===== src/rtl/mtr_drv.sv =====
// Dual H-bridge PWM driver: one shared 2048-clock period, per-motor duty/direction
// shadowed at period boundaries, and a dead interval on every direction reversal.
module mtr_drv #(
  parameter int unsigned DEAD_PERIODS = 1
) (
  input  logic        clk,
  input  logic        rst_n,
  input  logic        pwr_up,
  input  logic [10:0] lft_spd,
  input  logic        lft_rev,
  input  logic [10:0] rght_spd,
  input  logic        rght_rev,
  output logic        lft_fwd_pwm,
  output logic        lft_rev_pwm,
  output logic        rght_fwd_pwm,
  output logic        rght_rev_pwm,
  output logic        pwm_sync
);

  typedef enum logic [1:0] {StIdle, StRun, StDead} state_e;

  localparam logic [1:0] DeadInit = 2'(DEAD_PERIODS - 1);

  logic [10:0]      cnt_q, cnt_d;
  logic             sync_q, sync_d;
  logic             boundary;
  logic [1:0][10:0] spd_cmd;
  logic [1:0]       rev_cmd;
  state_e           state_q [2];
  state_e           state_d [2];
  logic [1:0][10:0] duty_q, duty_d;
  logic [1:0]       dir_q, dir_d;
  logic [1:0][1:0]  dead_q, dead_d;
  logic [1:0]       fwd_q, fwd_d;
  logic [1:0]       bwd_q, bwd_d;
  logic [1:0]       motor_on;

  // Index 0 is the left motor, index 1 the right motor.
  assign spd_cmd = {rght_spd, lft_spd};
  assign rev_cmd = {rght_rev, lft_rev};

  assign boundary = (cnt_q == 11'h7FF);

  always_comb begin
    cnt_d    = cnt_q + 11'd1;
    sync_d   = (cnt_q == 11'd0);
    motor_on = '0;
    duty_d   = duty_q;
    dir_d    = dir_q;
    dead_d   = dead_q;
    fwd_d    = '0;
    bwd_d    = '0;
    for (int m = 0; m < 2; m++) begin
      state_d[m] = state_q[m];
      if (!pwr_up) begin
        // Power drop wins over everything and acts mid-period.
        state_d[m] = StIdle;
        duty_d[m]  = '0;
      end else if (boundary) begin
        unique case (state_q[m])
          StIdle: begin
            duty_d[m]  = spd_cmd[m];
            dir_d[m]   = rev_cmd[m];
            state_d[m] = StRun;
          end
          StRun: begin
            if (rev_cmd[m] == dir_q[m]) begin
              duty_d[m] = spd_cmd[m];
            end else begin
              duty_d[m]  = '0;
              dead_d[m]  = DeadInit;
              state_d[m] = StDead;
            end
          end
          StDead: begin
            if (dead_q[m] != 2'd0) begin
              dead_d[m] = dead_q[m] - 2'd1;
            end else begin
              duty_d[m]  = spd_cmd[m];
              dir_d[m]   = rev_cmd[m];
              state_d[m] = StRun;
            end
          end
          default: state_d[m] = StIdle;
        endcase
      end
      motor_on[m] = pwr_up && (state_q[m] == StRun) && (cnt_q < duty_q[m]);
      fwd_d[m]    = motor_on[m] && !dir_q[m];
      bwd_d[m]    = motor_on[m] && dir_q[m];
    end
  end

  always_ff @(posedge clk or negedge rst_n) begin
    if (!rst_n) begin
      cnt_q      <= '0;
      sync_q     <= 1'b0;
      state_q[0] <= StIdle;
      state_q[1] <= StIdle;
      duty_q     <= '0;
      dir_q      <= '0;
      dead_q     <= '0;
      fwd_q      <= '0;
      bwd_q      <= '0;
    end else begin
      cnt_q      <= cnt_d;
      sync_q     <= sync_d;
      state_q[0] <= state_d[0];
      state_q[1] <= state_d[1];
      duty_q     <= duty_d;
      dir_q      <= dir_d;
      dead_q     <= dead_d;
      fwd_q      <= fwd_d;
      bwd_q      <= bwd_d;
    end
  end

  assign lft_fwd_pwm  = fwd_q[0];
  assign lft_rev_pwm  = bwd_q[0];
  assign rght_fwd_pwm = fwd_q[1];
  assign rght_rev_pwm = bwd_q[1];
  assign pwm_sync     = sync_q;

endmodule


===== config.mk =====
export PLATFORM = sky130hd
export DESIGN_NAME = mtr_drv
export DESIGN_NICKNAME = d
export VERILOG_FILES = /design/src/rtl/mtr_drv.sv
export SDC_FILE = /design/constraint.sdc
export NUM_CORES = 1
export LEC_CHECK = 0
export BUFFER_PORTS_ARGS = -buffer_cell sky130_fd_sc_hd__buf_2
export CORE_ASPECT_RATIO = 0.7
export CORE_MARGIN = 2
export CORE_UTILIZATION = 57
export CTS_CLUSTER_SIZE = 24
export DETAILED_ROUTE_END_ITERATION = 12
export GPL_TIMING_DRIVEN = 0
export PLACE_DENSITY = 0.78
export SLEW_MARGIN = 10
export SYNTH_ARGS = -nofsm -noshare
export SYNTH_HDL_FRONTEND = slang
export SYNTH_SLANG_ARGS = --single-unit

===== constraint.sdc =====
create_clock -name clk -period 2.28 [get_ports clk]
set_input_delay 0.114 -clock clk [delete_from_list [all_inputs] [get_ports clk]]
set_output_delay 0.114 -clock clk [all_outputs]
set_load 0.03 [all_outputs]

==> metrics.yaml <==
run_status:
  violations: "negative hold slack"
  status: "finished with violations"
clocking:
  cts_buffers: 5
  post_cts_resized: 0
  clockRootBuffer: "clkbuf_8"
  postCtsSetupBuffers: 0
  cts_htree_levels: 2
  cts_tree: "built"
  hold_buffers: 0
  clkLatencyLatePin_ns: 0.31
  clockBufferDepth: 2
  clk_pin_slew_worst_paths_ns: 0.09
  clock-sinks: 48
sta:
  timing.final.crit_share_pct: 94.97
  finalHoldViolations: 18
  period_needed_ns: 2.165
  setup_tns_ns: 0
  setup_viol: 0
  timing.fmax_ghz: 0.4618
  max-slew-margin-rel_pct: 30.54
  layout_setup_ws_ns: 0.1146
  hold_ws_ns: -0.01953
  finClkSkew_ns: 0.003494
  rsz0062_at_grt: "false"
  finalMaxSlewViolations: 0
  tightest_slew_ns: 1.042
placement:
  pre_cts_ws_ns: 0.1279
  dpl.hpwl_mm: 4.303
  port_buffers: 30
  place_congestion: 0.8235
critical_path:
  crit_required_ns: 2.48
  cp_max_fo: 6
  start_kind: "flop"
  crit_buf_inv: 0
  cp_top_family: "simple AND/OR/NAND/NOR gates"
  slowest_delay_ns: 0.59
  cp.arrival_ns: 2.36
  cp-end-kind: "flop"
  crit_slowest_cell: "or4_4"
  crit_type: "reg -> reg"
  cp_cell_sequence: "ha_1 > nand3_4 > or4_4 > nor3_1 > mux2_2"
detailed_routing:
  vias_per_cell: 6.028
  vias: 2188
  drt_pass1_iterations: 4
  drt_wl_total_mm: 5.844
  drtAntennaViolNets: 0
  drtIter0Drc: 141
  wire_per_inst_um: 16.10
  drc_errors: 0
final_layout:
  n_antenna_cell: 0
  nets: 358
  area_delta_synth_final_pct: 11.33
  final_layout_size_suffix_gt1_share_pct: 16.88
grt:
  grt.overflow.total: 0
  grt_pass1_wl_mm: 10.12
  grt_pass1_vias: 2093
  grt_max_degree: 49
  antenna_found_initial: 0
  grt_usage_pct: 25.07
pwr:
  power.density_mw_per_mm2: 471.5
  p_leak_nw: 1.370
  ir_drop_mv: 0.3499
synthesis:
  synth_seq_area_share_pct: 44.40
  ys_ff_latch: 48
  syn-num-nets: 321
  synthArstFlopShare_pct: 100.0
  synthFlopType: "dfrtp_1"
  synth_enable_flop_cells: 0
  avgSynthCellArea_um2: 10.02
  yosysWarnings: 0
  ys_types: 40
  synth_cells: 270
  netlist_area_mm2: 0.002705
floorplanning:
  die_area_mm2: 0.005322
  fp-row-count: 20
  die_w_um: 86.34
  die_h_um: 61.64
  start_util_pct: 60.73
  coreArea_mm2: 0.004454
  io_pins: 32
job:
  maxCapViolCount: 0
min_path:
  hp-class: "in -> async"
-- state kept, by name, indices dropped and copies added, names as in the netlist --
signal / flops
bwd_q: 2
cnt_q: 11
pwm_sync: 1
state_q: 4
dir_q: 2
dead_q: 4
duty_q: 22
fwd_q: 2
-- report_power, final --
part / leakage, nW / internal (W) / total (W) / switching (W)
sequential: 0.656 / 0.000850 / 0.000850 / 0.0000000000247
combinational: 0.666 / 0.0000201 / 0.0000628 / 0.0000427
clock: 0.0479 / 0.000214 / 0.000507 / 0.000293
-- through the flow --
stage | hold WS [ns] | util, % | cell area, µm² | std cells | total power (W)
after global routing | 0.03994 | 67.61 | 3012 | 363 | 0.001483
after detailed placement | 0.3552 | 65.65 | 2924 | 355 | 0.0009304
after global placement | 0.3542 | 65.65 | 2924 | 355 | 0.0009303
after CTS | 0.02737 | 67.61 | 3012 | 363 | 0.001433
final | -0.01953 | 67.61 | 3012 | 363 | 0.001420
after floorplan | -0.1816 | - | 2705 | 270 | 0.0008855
-- per-layer routing --
metal	track usage, %	wire length, µm	vias up
met5	0	0	-
met1	36.27	2858	1042
li1	-	-	1067
met4	4.911	43	0
met3	6.300	385	6
met2	39.01	2556	73
-- logic make-up after synthesis --
logic type	Yosys count	share of synthesized area, %
muxes	4	1.943
DFF	48	44.40
AOI/OAI and AO/OA	56	13.78
and+or+nand+nor	86	19.29
xor gates and xnor gates	11	3.561
buffers and inverters	41	5.920
adders and majority gates	24	11.10
-- Yosys cell counts, types with 2 or more instances --
cell	instances	area share [%]
and2_1	2	0.46
mux2_4	2	1.1
xor2_1	5	1.6
and3_1	2	0.46
nand2b_1	5	1.2
o21ai_0	11	2.0
nor4_1	4	0.92
dfrtp_1	48	44
xnor2_1	6	1.9
nand3_1	15	2.8
nand2_1	8	1.1
clkbuf_1	6	0.83
inv_1	29	4.0
a21oi_1	14	2.6
buf_2	5	0.92
nor2_1	9	1.2
nor2b_1	3	0.69
mux2_2	2	0.83
nor3_1	2	0.37
o31ai_1	20	5.6
nand4_1	27	6.2
o21a_1	2	0.55
nor4b_1	2	0.65
ha_1	24	11
a21o_1	2	0.55
-- final timing paths --
| kind | start | to | slack (ns) | cells after the start |
|---|---|---|---|---|
| max in group asynchronous | rst_n | duty_q[7]$_DFFE_PN0P_ | 1.65 | 1 |
| setup / recovery | cnt_q[1]$_DFF_PN0_ | dir_q[1]$_DFFE_PN0P_ | 0.11 | 5 |
| min in group clk | rght_spd[5] | duty_q[16]$_DFFE_PN0P_ | 0.04 | 3 |
| setup reg to reg | cnt_q[1]$_DFF_PN0_ | dir_q[1]$_DFFE_PN0P_ | 0.11 | 5 |
| hold reg to reg | dead_q[0]$_DFFE_PN0P_ | dead_q[0]$_DFFE_PN0P_ | 0.50 | 1 |
| hold / removal | rst_n | pwm_sync$_DFF_PN0_ | -0.02 | 1 |
-- cells in the final DEF (no fill, tap or decap), drive strengths merged, types with 2 or more instances in the layout --
cell,n
buf,35
and2,2
mux2,4
nor4b,2
nor2b,3
dfrtp,48
o21a,2
a21oi,14
a21o,2
nand2,8
and3,2
nor3,2
clkinv,4
inv,29
nand3,16
o31ai,20
ha,24
or4,2
nor4,5
nand2b,5
nand4,27
o21ai,11
nor2,9
xnor2,6
clkbuf,11
xor2,5
-- final cells by class --
cell class | instances | area, µm²
clock buffer | 5 | 68.82
buffer | 11 | 47.55
inverter | 30 | 112.6
clock inverter | 3 | 18.77
sequential | 48 | 1201
multi-input combinational | 181 | 1344
fill | 353 | 1443
timing repair buffer | 30 | 150.1
tap | 55 | 68.82
-- worst reg2reg max path, cell delays in order (launching register included) --
cell and delay [ns]:
dfrtp_1 0.48, ha_1 0.27, nand3_4 0.13, or4_4 0.59, nor3_1 0.23, mux2_2 0.35
Note: power is estimated with default switching activity, not from simulation.
